<file path="src/rtl/username_entry_responder.sv">
// Username entry responder: answers the pregame name request by blanking the
// selected player's name slot, then collecting keystrokes (upper-cased) into
// it with backspace support, and raising cbk_for_view once Enter commits.
//
// Handshake: there is no valid/ready pair here. key_valid is a one-cycle
// strobe that is always consumed (acted on or dropped); name_wr_en is a
// one-cycle write strobe that the name storage must accept unconditionally.
module username_entry_responder #(
   parameter int MAX_LEN = 8,
   parameter int ADDR_W  = 3,
   parameter int LEN_W   = 4
) (
   input  logic              clock,
   input  logic              resetn,
   input  logic [1:0]        user_name_req,
   input  logic              key_valid,
   input  logic [7:0]        key_code,
   output logic              name_wr_en,
   output logic              name_wr_sel,
   output logic [ADDR_W-1:0] name_wr_addr,
   output logic [7:0]        name_wr_data,
   output logic [LEN_W-1:0]  name_len,
   output logic              editing,
   output logic              cbk_for_view,
   output logic [1:0]        o_dbg_state
);

   typedef enum logic [1:0] {
      S_IDLE  = 2'd0,
      S_CLEAR = 2'd1,
      S_EDIT  = 2'd2,
      S_DONE  = 2'd3
   } state_t;

   localparam logic [LEN_W-1:0]  LEN_MAX   = LEN_W'(MAX_LEN);
   localparam logic [ADDR_W-1:0] ADDR_LAST = ADDR_W'(MAX_LEN - 1);
   localparam logic [7:0]        C_SPACE   = 8'h20;
   localparam logic [7:0]        C_BKSP    = 8'h08;
   localparam logic [7:0]        C_ENTER   = 8'h0D;

   state_t              r_state, w_state_nxt;
   logic                r_sel, w_sel_nxt;
   logic [ADDR_W-1:0]   r_clr_cnt, w_clr_cnt_nxt;
   logic [LEN_W-1:0]    r_len, w_len_nxt;
   logic                r_wr_en, w_wr_en_nxt;
   logic [ADDR_W-1:0]   r_wr_addr, w_wr_addr_nxt;
   logic [7:0]          r_wr_data, w_wr_data_nxt;
   logic                r_editing, r_cbk;

   logic                w_abort;
   logic [7:0]          w_code_uc;
   logic                w_printable;
   logic [LEN_W-1:0]    w_len_dec;

   // A dropped request or a player switch while still active both cancel entry
   assign w_abort     = !user_name_req[1] || (user_name_req[0] != r_sel);
   assign w_code_uc   = (key_code >= 8'h61 && key_code <= 8'h7A) ? (key_code - C_SPACE) : key_code;
   assign w_printable = (w_code_uc >= 8'h20) && (w_code_uc <= 8'h7E);
   assign w_len_dec   = r_len - 1'b1;

   // State register plus all registered outputs and datapath state
   always_ff @(posedge clock or negedge resetn) begin
      if (!resetn) begin
         r_state   <= S_IDLE;
         r_sel     <= 1'b0;
         r_clr_cnt <= '0;
         r_len     <= '0;
         r_wr_en   <= 1'b0;
         r_wr_addr <= '0;
         r_wr_data <= '0;
         r_editing <= 1'b0;
         r_cbk     <= 1'b0;
      end else begin
         r_state   <= w_state_nxt;
         r_sel     <= w_sel_nxt;
         r_clr_cnt <= w_clr_cnt_nxt;
         r_len     <= w_len_nxt;
         r_wr_en   <= w_wr_en_nxt;
         r_wr_addr <= w_wr_addr_nxt;
         r_wr_data <= w_wr_data_nxt;
         r_editing <= (w_state_nxt == S_EDIT);
         r_cbk     <= (w_state_nxt == S_DONE);
      end
   end

   // Next-state selection; abort beats any key arriving in the same cycle
   always_comb begin
      w_state_nxt = r_state;
      case (r_state)
         S_IDLE:  if (user_name_req[1]) w_state_nxt = S_CLEAR;
         S_CLEAR: begin
            if (w_abort)                       w_state_nxt = S_IDLE;
            else if (r_clr_cnt == ADDR_LAST)   w_state_nxt = S_EDIT;
         end
         S_EDIT: begin
            if (w_abort)                       w_state_nxt = S_IDLE;
            else if (key_valid && key_code == C_ENTER && r_len != '0)
                                               w_state_nxt = S_DONE;
         end
         S_DONE:  if (user_name_req != {1'b1, r_sel}) w_state_nxt = S_IDLE;
         default: w_state_nxt = S_IDLE;
      endcase
   end

   // Next values of the write port, length counter and clear counter
   always_comb begin
      w_sel_nxt     = r_sel;
      w_clr_cnt_nxt = r_clr_cnt;
      w_len_nxt     = r_len;
      w_wr_en_nxt   = 1'b0;
      w_wr_addr_nxt = r_wr_addr;
      w_wr_data_nxt = r_wr_data;
      case (r_state)
         S_IDLE: begin
            if (user_name_req[1]) begin
               w_sel_nxt     = user_name_req[0];
               w_len_nxt     = '0;
               w_clr_cnt_nxt = '0;
            end
         end
         S_CLEAR: begin
            if (!w_abort) begin
               w_wr_en_nxt   = 1'b1;
               w_wr_addr_nxt = r_clr_cnt;
               w_wr_data_nxt = C_SPACE;
               w_clr_cnt_nxt = r_clr_cnt + 1'b1;
            end
         end
         S_EDIT: begin
            if (!w_abort && key_valid) begin
               if (w_printable) begin
                  if (r_len < LEN_MAX) begin
                     w_wr_en_nxt   = 1'b1;
                     w_wr_addr_nxt = r_len[ADDR_W-1:0];
                     w_wr_data_nxt = w_code_uc;
                     w_len_nxt     = r_len + 1'b1;
                  end
               end else if (key_code == C_BKSP && r_len != '0) begin
                  w_wr_en_nxt   = 1'b1;
                  w_wr_addr_nxt = w_len_dec[ADDR_W-1:0];
                  w_wr_data_nxt = C_SPACE;
                  w_len_nxt     = w_len_dec;
               end
            end
         end
         default: ;
      endcase
   end

   assign name_wr_en   = r_wr_en;
   assign name_wr_sel  = r_sel;
   assign name_wr_addr = r_wr_addr;
   assign name_wr_data = r_wr_data;
   assign name_len     = r_len;
   assign editing      = r_editing;
   assign cbk_for_view = r_cbk;
   assign o_dbg_state  = r_state;

endmodule

</file>
<file path="config.mk">
export PLATFORM = sky130hd
export DESIGN_NAME = username_entry_responder
export DESIGN_NICKNAME = d
export VERILOG_FILES = /design/src/rtl/username_entry_responder.sv
export SDC_FILE = /design/constraint.sdc
export NUM_CORES = 1
export LEC_CHECK = 0
export ABC_AREA = 1
export CORE_MARGIN = 4
export CORE_UTILIZATION = 56
export CTS_CLUSTER_DIAMETER = 200
export DETAILED_ROUTE_END_ITERATION = 7
export PLACE_DENSITY = 0.85
export SLEW_MARGIN = 20
export SYNTH_ARGS = -nofsm -noshare
export SYNTH_HDL_FRONTEND = slang
export SYNTH_SLANG_ARGS = --single-unit
</file>
<file path="constraint.sdc">
create_clock -name clock -period 4.4 [get_ports clock]
set_input_delay 0.44 -clock clock [delete_from_list [all_inputs] [get_ports clock]]
set_output_delay 0.44 -clock clock [all_outputs]
set_load 0.02 [all_outputs]
</file>
; After elaboration in Yosys (flattened, before gate mapping)
; Cells that the tools add are included.
[op_classes]
n_lt_le_gt_ge = 5
n_addsub = 4
mux = 35
n_reduce_logical = 18
eq_ne = 15
[ops]
columns = op, n
row1 = $mux W8, 6
row2 = $mux W3, 7
row3 = $mux W4, 5
row4 = $eq A8 B4 Y1 const B, 2
row5 = $le A8 B7 Y1 const B, 2
row6 = $pmux W8 S2, 1
row7 = $mux W2, 6
row8 = $pmux W3 S2, 2
row9 = $reduce_and A5 Y1, 2
row10 = $eq A2 B2 Y1 const B, 4
row11 = $ge A8 B6 Y1 const B, 1
row12 = $ge A8 B7 Y1 const B, 1
row13 = $pmux W2 S4, 1
row14 = $pmux W4 S2, 1
row15 = $sub A8 B6 Y8 const B, 1
row16 = $logic_and A1 B1 Y1, 6
row17 = $ne A2 B2 Y1 const B, 3
row18 = $ne A3 B3 Y1 const B, 2
row19 = $reduce_bool A2 Y1, 3
row20 = $mux W1, 5
row21 = $add A4 B1 Y4 const B, 1
row22 = $lt A4 B4 Y1 const B, 1
row23 = $reduce_bool A4 Y1, 1
row24 = $sub A4 B1 Y4 const B, 1
row25 = other kinds (11), 12
[word_totals]
out_inout_bits = 21
reg_bits = 24
wordCells = 86
input_bits = 13

; Depth between registers and ports, before layout
; Gate-level depths: netlist of run 1.
[depth]
ltp_word = 8
mapped_depth = 14
depth_no_buf = 13

; Worst setup path before layout of run 1
; Ideal clock, no wire load.
[synth_timing]
path_kind = in2reg
from = in key_code[5]
to = reg r_wr_addr[0] (netlist: name_wr_addr[0])
path_stages = 10
required_time_ns = 4.335
arrival_ns = 1.795
slack_ns = 2.540
setup_time_ns = 0.065
path_buffers = 0
path_cell_list = inv_2 ha_1 nand4_1 nand2_1 nand2_2 nand3_4 ha_1 o21ai_0 nand3_2 nand2_1
[synth_between]
elab_chain_cells = 8
word_cells_on_any_way = 16
cone_classes = add/sub (1) / order compare (4) / eq/ne (3) / mux (4) / reduce/logical (4)
[synth_rtl]
columns = item, line
row1 = "start, declared", 17  ; input logic [7:0] key_code,
row2 = $ge A8 B7 Y1 / $le A8 B7 Y1 (equally long branches), 57  ; assign w_code_uc = (key_code >= 8'h61 && key_code <= 8'h7A) ? (key_code - C_SPACE) : key_code;
row3 = $logic_and A1 B1 Y1, 57
row4 = $mux W8, 57
row5 = $ge A8 B6 Y1 / $le A8 B7 Y1 (equally long branches), 58  ; assign w_printable = (w_code_uc >= 8'h20) && (w_code_uc <= 8'h7E);
row6 = $logic_and A1 B1 Y1, 58
row7 = $mux W3, 131  ; if (w_printable) begin
row8 = $mux W3, 130  ; if (!w_abort && key_valid) begin
row9 = $pmux W3 S2, 113  ; case (r_state)
row10 = "end signal, assigned", 79  ; r_wr_addr <= w_wr_addr_nxt;
row11 = "end, declared", 46  ; logic [ADDR_W-1:0] r_wr_addr, w_wr_addr_nxt;
; Parallel ways exist; a longest one is shown, timed or not. The select of a mux whose other input is x is not followed.
; A chain may end at the register's enable or synchronous reset.

; Final worst setup path of run 1
[layout_timing]
from = in key_code[6]
to = reg r_wr_addr[0] (netlist: name_wr_addr[0])
; Same word-level chain as after synthesis.

==> impl_metrics.ini, run 1 <==
[run]
max_cap_viol_count = 0

[status]
status = finished clean

[drt]
final_antenna_net_count = 0
drt_iter0_drc = 102
dr.pass1.iters = 4
drc = 0
num_vias = 1584
routed_wl_mm = 3.97
via_per_inst = 5.30
wl_per_cell_um = 13.3

[min_path]
hp-class = in2async

[clocking]
cts_sinks = 24
cts_resized = 0
cts_setup_buffers = 0
cts_hold_buf = 0
cts_buffer_depth = 2
root_buffer = clkbuf_4
clock_latency_ns = 0.33
cts_tree = built
cts_inserted_buffers = 3
clkTransAtPathRegs_ns = 0.13
cts-htree-levels = 1

[setup_path]
worstPathArrival_ns = 2.56
crit_start = key_code[6]
crit_end = name_wr_addr[0]$_DFFE_PN0P_
crit_path_end_kind = flop
path_cells = clkdlybuf4s50_1 > inv_1 > ha_1 > inv_1 > nand4_1 > nand2_2 > nand2_4 > nand3_4 > ha_1 > o21ai_0 > nand3_2 > nand2_1
critPathLaunchType = primary input
worstRegToRegCells = 9
slowest_delay_ns = 0.54
path_class = in2reg
crit_slowest_cell = clkdlybuf4s50_1
cp_max_fo = 9
reg2reg_to = name_wr_addr[0]$_DFFE_PN0P_
r2r_slack_ns = 2.30
required_ns = 4.67
timing.rr.start = name_len[0]$_DFFE_PN0P_

[logic_synthesis]
synthCells = 224
async_flop_share_pct = 100
synth_top_flop_cell = dfrtp_1
yosys-top-cells-area = dfrtp_1 34%, nand2_1 13%, nand3_2 7.4%
synth.cell_area_um2 = 1770
synth-seq-cells = 24
yosys.cell_count.top_type = nand2_1
synth_warnings = 0
synth_edf_count = 0
synth.distinct_cells = 32
synth_top_cell_area_share_pct = 34.0
syn_area_per_cell_um2 = 7.88
synthTopCellsByCount = 59 x nand2_1, 24 x dfrtp_1, 23 x inv_1
seq_area_frac_synth_pct = 34.0
synth_nets = 247
synth_top_area_cell = dfrtp_1

[timing]
timing.setup.tns_ns = 0
rsz0062_at_grt = false
fmax_mhz = 437
relSlewSlack_pct = 58.2
fin_skew_ns = 0.00217
hold_viol = 0
setup_violations = 0
fin_crit_ns = 2.29
finalMaxSlewViolations = 0
min_period_over_period_pct = 52.1
worst_pin_slew_ns = 0.626

[power_and_ir_drop]
p_int_uw = 481
switching_share_pct = 41.7
p_sw_uw = 343
clkPwrFrac_pct = 19.7
p_leak_uw = 0.00104
vdd_drop_max_mv = 0.361
pwr-share-seq_pct = 34.3
comb_power_share_pct = 46.0
p_per_area_nw_per_um2 = 383

[cells_and_area]
final_area_um2 = 2150
area_growth_pct = 21.8
diodes = 0
drive_above_1_share_pct = 14.9
fin_nets = 279

[floorplan]
die_area_um2 = 4110
die-width_um = 64.1
pin_count = 34
start_util_pct = 58.3
coreArea_um2 = 3030
fp-row-count = 20
fp.dieH_um = 64.1

[placement]
routabilityCongestion = 0.855
io_buffers = 33
dpl.hpwl_mm = 2.92
dpl_cell_area_um2 = 2100

[global_route]
grt_antenna_before_repair = 0
grt_max_degree = 25
grt-ovfl-total = 0
grt_pass1_vias = 1562
grtUsageTotal_pct = 20.5
grt_pass1_wl_mm = 6.80
metrics by stage:
step	worst slack, ns	utilization, %	total power [uW]	instances	hold WS, ns
finish	2.11	71.0	824	299	0.0751
global placement	1.88	69.5	654	295	0.454
CTS	2.13	71.2	825	299	0.491
global route	1.98	71.0	879	299	0.108
floorplan	2.54	-	566	224	0.144
detailed placement	1.81	69.5	661	295	0.458
worst max-delay path, delay by kind of cell:
family,cells,cell delay (ns)
buf+inv,3,0.66
compound gates,1,0.21
fa+ha+maj,2,0.61
simple gates,6,0.65
final cells by class:
| type | instances | area (um^2) |
|---|---|---|
| Tap cell | 44 | 55.1 |
| Clock buffer | 3 | 22.5 |
| Inverter | 28 | 105 |
| Timing Repair Buffer | 33 | 325 |
| Clock inverter | 1 | 30.0 |
| Multi-Input combinational cell | 166 | 1010 |
| Sequential cell | 24 | 601 |
| Fill cell | 248 | 877 |
cells by family (layout without fill, tap and decap cells):
kind of cell | Yosys count | count (layout) | synth area share (%)
compound gates | 19 | 19 | 6.24
flops | 24 | 24 | 34.0
fa+ha+maj | 10 | 10 | 7.09
xor+xnor | 5 | 5 | 2.48
simple gates | 132 | 132 | 41.5
buf+inv | 34 | 65 | 8.65
how the worst min path moves through the flow:
stage	from	endpoint	slack, ns	cells past startpoint
floorplan	resetn	cbk_for_view$_DFF_PN0_	0.14	0
global placement	name_wr_data[4]$_DFFE_PN0P_	name_wr_data[4]$_DFFE_PN0P_	0.45	2
detailed placement	name_wr_data[6]$_DFFE_PN0P_	name_wr_data[6]$_DFFE_PN0P_	0.46	2
CTS	name_wr_data[6]$_DFFE_PN0P_	name_wr_data[6]$_DFFE_PN0P_	0.49	2
global route	resetn	name_wr_data[6]$_DFFE_PN0P_	0.11	1
finish	resetn	name_len[2]$_DFFE_PN0P_	0.08	1
power by group through the flow:
stage | registers (uW) | logic (uW) | clock network [uW]
after floorplan | 313 | 253 | 0
after global placement | 286 | 369 | 0
after detailed placement | 287 | 374 | 0
after CTS | 283 | 377 | 165
after global routing | 287 | 418 | 174
final | 283 | 379 | 162
state kept, by name, summed over array words and instances (netlist names):
name,count
name_wr_sel,1
name_len,4
name_wr_data,8
o_dbg_state,2
r_clr_cnt,3
name_wr_addr,3
editing,1
cbk_for_view,1
name_wr_en,1
layout by cell type, fill, tap and decap left out:
cell type	synthesis	final
a21oi_1	6	6
clkbuf_4	0	3
nand2_1	59	59
nand4_1	12	12
nand3_1	12	12
inv_2	4	4
nand2_4	3	3
nor2_4	2	2
xnor2_1	4	4
xor2_1	1	1
a21oi_2	1	1
and2_1	1	1
a21boi_0	2	2
o21ai_0	7	7
nor3_1	2	2
nand2_2	5	5
o21ai_1	1	1
clkdlybuf4s50_1	0	32
nand3_4	3	3
clkinv_1	1	1
ha_1	10	10
nor2_1	17	17
a22o_1	1	1
nor3b_1	1	1
nand4_2	1	1
dfrtp_1	24	24
bufinv_16	0	1
o211ai_1	1	1
nand3_2	13	13
inv_1	23	23
nor2_2	1	1
buf_2	1	1
metal layers:
metal  track usage, %  share of wire [%]  up-vias  wire, um
met5                0                  0        -         0
li1                 -                  -      789         -
met2             35.4                 47       58      1870
met4             6.86                1.6        0        65
met1             26.3                 46      728      1820
met3             2.81                5.6        9       222
Power figures use the tool's default switching activity.
==> run 2, diff against run 1 <==
--- a/config.mk
+++ b/config.mk
@@ -7,10 +7,10 @@
 export LEC_CHECK = 0
 export ABC_AREA = 1
 export CORE_MARGIN = 4
-export CORE_UTILIZATION = 56
+export CORE_UTILIZATION = 47
 export CTS_CLUSTER_DIAMETER = 200
 export DETAILED_ROUTE_END_ITERATION = 7
-export PLACE_DENSITY = 0.85
+export PLACE_DENSITY = 0.76
 export SLEW_MARGIN = 20
 export SYNTH_ARGS = -nofsm -noshare
 export SYNTH_HDL_FRONTEND = slang
==> constraint.sdc (replaced) <==
create_clock -name clock -period 2.1 [get_ports clock]
set_input_delay 0.21 -clock clock [delete_from_list [all_inputs] [get_ports clock]]
set_output_delay 0.21 -clock clock [all_outputs]
set_load 0.02 [all_outputs]
==> impl_metrics.ini, run 2 (synthesis results as in run 1) <==
[status]
status = finished clean

[power_and_ir_drop]
p_per_area_nw_per_um2 = 731
vdd_drop_max_mv = 0.620
p_leak_uw = 0.00117

[cells_and_area]
area_growth_pct = 34.1
final_common_cell = nand2_1
fin_nets = 305
fin_util_pct = 65.2
largest_reg_flops = 8
layout.cells.non_filler = 328
final_cell_mix = 59 x nand2_1, 31 x clkdlybuf4s50_1, 26 x buf_4
drive_above_1_share_pct = 22.5
diodes = 0
nFillCells = 327

[floorplan]
pin_count = 34
die_area_um2 = 4800
fp-row-count = 22
start_util_pct = 48.6
fp.dieH_um = 69.3
die-width_um = 69.3
coreArea_um2 = 3630

[clocking]
cts_hold_buf = 0
cts-htree-levels = 1
cts_sinks = 24
cts_buffer_depth = 2
root_buffer = clkbuf_8
cts_tree = built
clock_latency_ns = 0.28
cts_inserted_buffers = 3
clkTransAtPathRegs_ns = 0.09

[timing]
worst_pin_slew_ns = 0.320
timing.setup.tns_ns = 0
finalMaxSlewViolations = 0
rsz0062_at_grt = false
fin_skew_ns = 0.00890
relSlewSlack_pct = 78.4
hold_viol = 0
setup_violations = 0
worst_slack_ns = 0.0849
hold_ws_ns = 0.289
fmax_mhz = 496
min_period_over_period_pct = 96.0
fin_crit_ns = 2.02

[setup_path]
crit_slowest_cell = dfrtp_2
crit_family = simple AND/OR/NAND/NOR gates
critPathLaunchType = flop
required_ns = 2.31
path_cells = inv_1 > ha_1 > nor3b_1 > nor2_1 > nand4_1 > buf_4 > nand2_4 > nand3_4 > nand2_1 > nand3_1 > nand2_1
crit_path_end_kind = flop
cp_common_cell = nand2_1
worstPathArrival_ns = 2.23
cp_max_fo = 6
path_class = reg2reg
slowest_delay_ns = 0.42
path_buf_inv = 2

[placement]
routabilityCongestion = 0.843
place_ws_ns = -0.172
dp_cells = 324
io_buffers = 33
dpl.hpwl_mm = 3.19

[global_route]
grt_antenna_before_repair = 0
grt-ovfl-total = 0
grt_pass1_vias = 1693
grtUsageTotal_pct = 18.5
grt_max_degree = 25
grt_pass1_wl_mm = 7.49

[drt]
drc = 0
num_vias = 1693
dr.pass1.iters = 4
wl_per_cell_um = 12.9
via_per_inst = 5.16
routed_wl_mm = 4.24
drt_iter0_drc = 80
final_antenna_net_count = 0

[min_path]
hp-class = in2async

[run]
max_cap_viol_count = 0
[run 2: where the power goes]
group | leakage (uW) | internal (uW) | switching [uW] | total (uW)
combinational | 0.000824 | 327 | 529 | 856
sequential | 0.000324 | 535 | 56.8 | 592
clock | 0.0000216 | 129 | 154 | 282
[run 2: stage by stage]
step	total power [uW]	area, um^2
floorplan	1190	1770
global placement	1420	2300
detailed placement	1430	2300
CTS	1730	2340
global route	1880	2370
finish	1730	2370
[run 2: worst paths after layout]
| kind | start | to | slack, ns | cells past startpoint |
|---|---|---|---|---|
| setup reg to reg | name_len[0]$_DFFE_PN0P_ | name_len[1]$_DFFE_PN0P_ | 0.08 | 11 |
| min in group clock | name_wr_data[4]$_DFFE_PN0P_ | name_wr_data[4]$_DFFE_PN0P_ | 0.48 | 2 |
| hold reg to reg | name_wr_data[4]$_DFFE_PN0P_ | name_wr_data[4]$_DFFE_PN0P_ | 0.48 | 2 |
| setup / recovery | name_len[0]$_DFFE_PN0P_ | name_len[1]$_DFFE_PN0P_ | 0.08 | 11 |
| max in group asynchronous | resetn | name_wr_data[5]$_DFFE_PN0P_ | 1.55 | 2 |
| hold / removal | resetn | name_len[3]$_DFFE_PN0P_ | 0.29 | 2 |
[run 2: layout make-up]
type	instances	area, um^2	area share [%]
clock buffers	3	41.3	1.74
inverters	28	105	4.44
flip-flops and latches	24	602	25.4
multi-input cells	166	1030	43.4
repair buffers	59	531	22.4
well taps	48	60.1	2.54
[run 2: layer usage]
layer  share of wire [%]  wire [um]  up-vias  global-route usage (%)
li1                    -          -      841                       -
met1                  47       1980      792                    23.6
met2                  47       1990       51                    30.4
met3                 4.6        196        9                    5.07
met4                 1.8         76        0                    5.42
met5                   0          0        -                       0
[run 2: what timing repair did]
action                     CTS  global route
resized for setup            0             5
buffers inserted             0             1
setup endpoints to repair    0            15
[run 2: worst register-to-register path: stages (launching register included)]
cell and delay, ns:
dfrtp_2 0.42, inv_1 0.11, ha_1 0.25, nor3b_1 0.15
nor2_1 0.17, nand4_1 0.19, buf_4 0.20, nand2_4 0.06
nand3_4 0.07, nand2_1 0.17, nand3_1 0.10, nand2_1 0.07
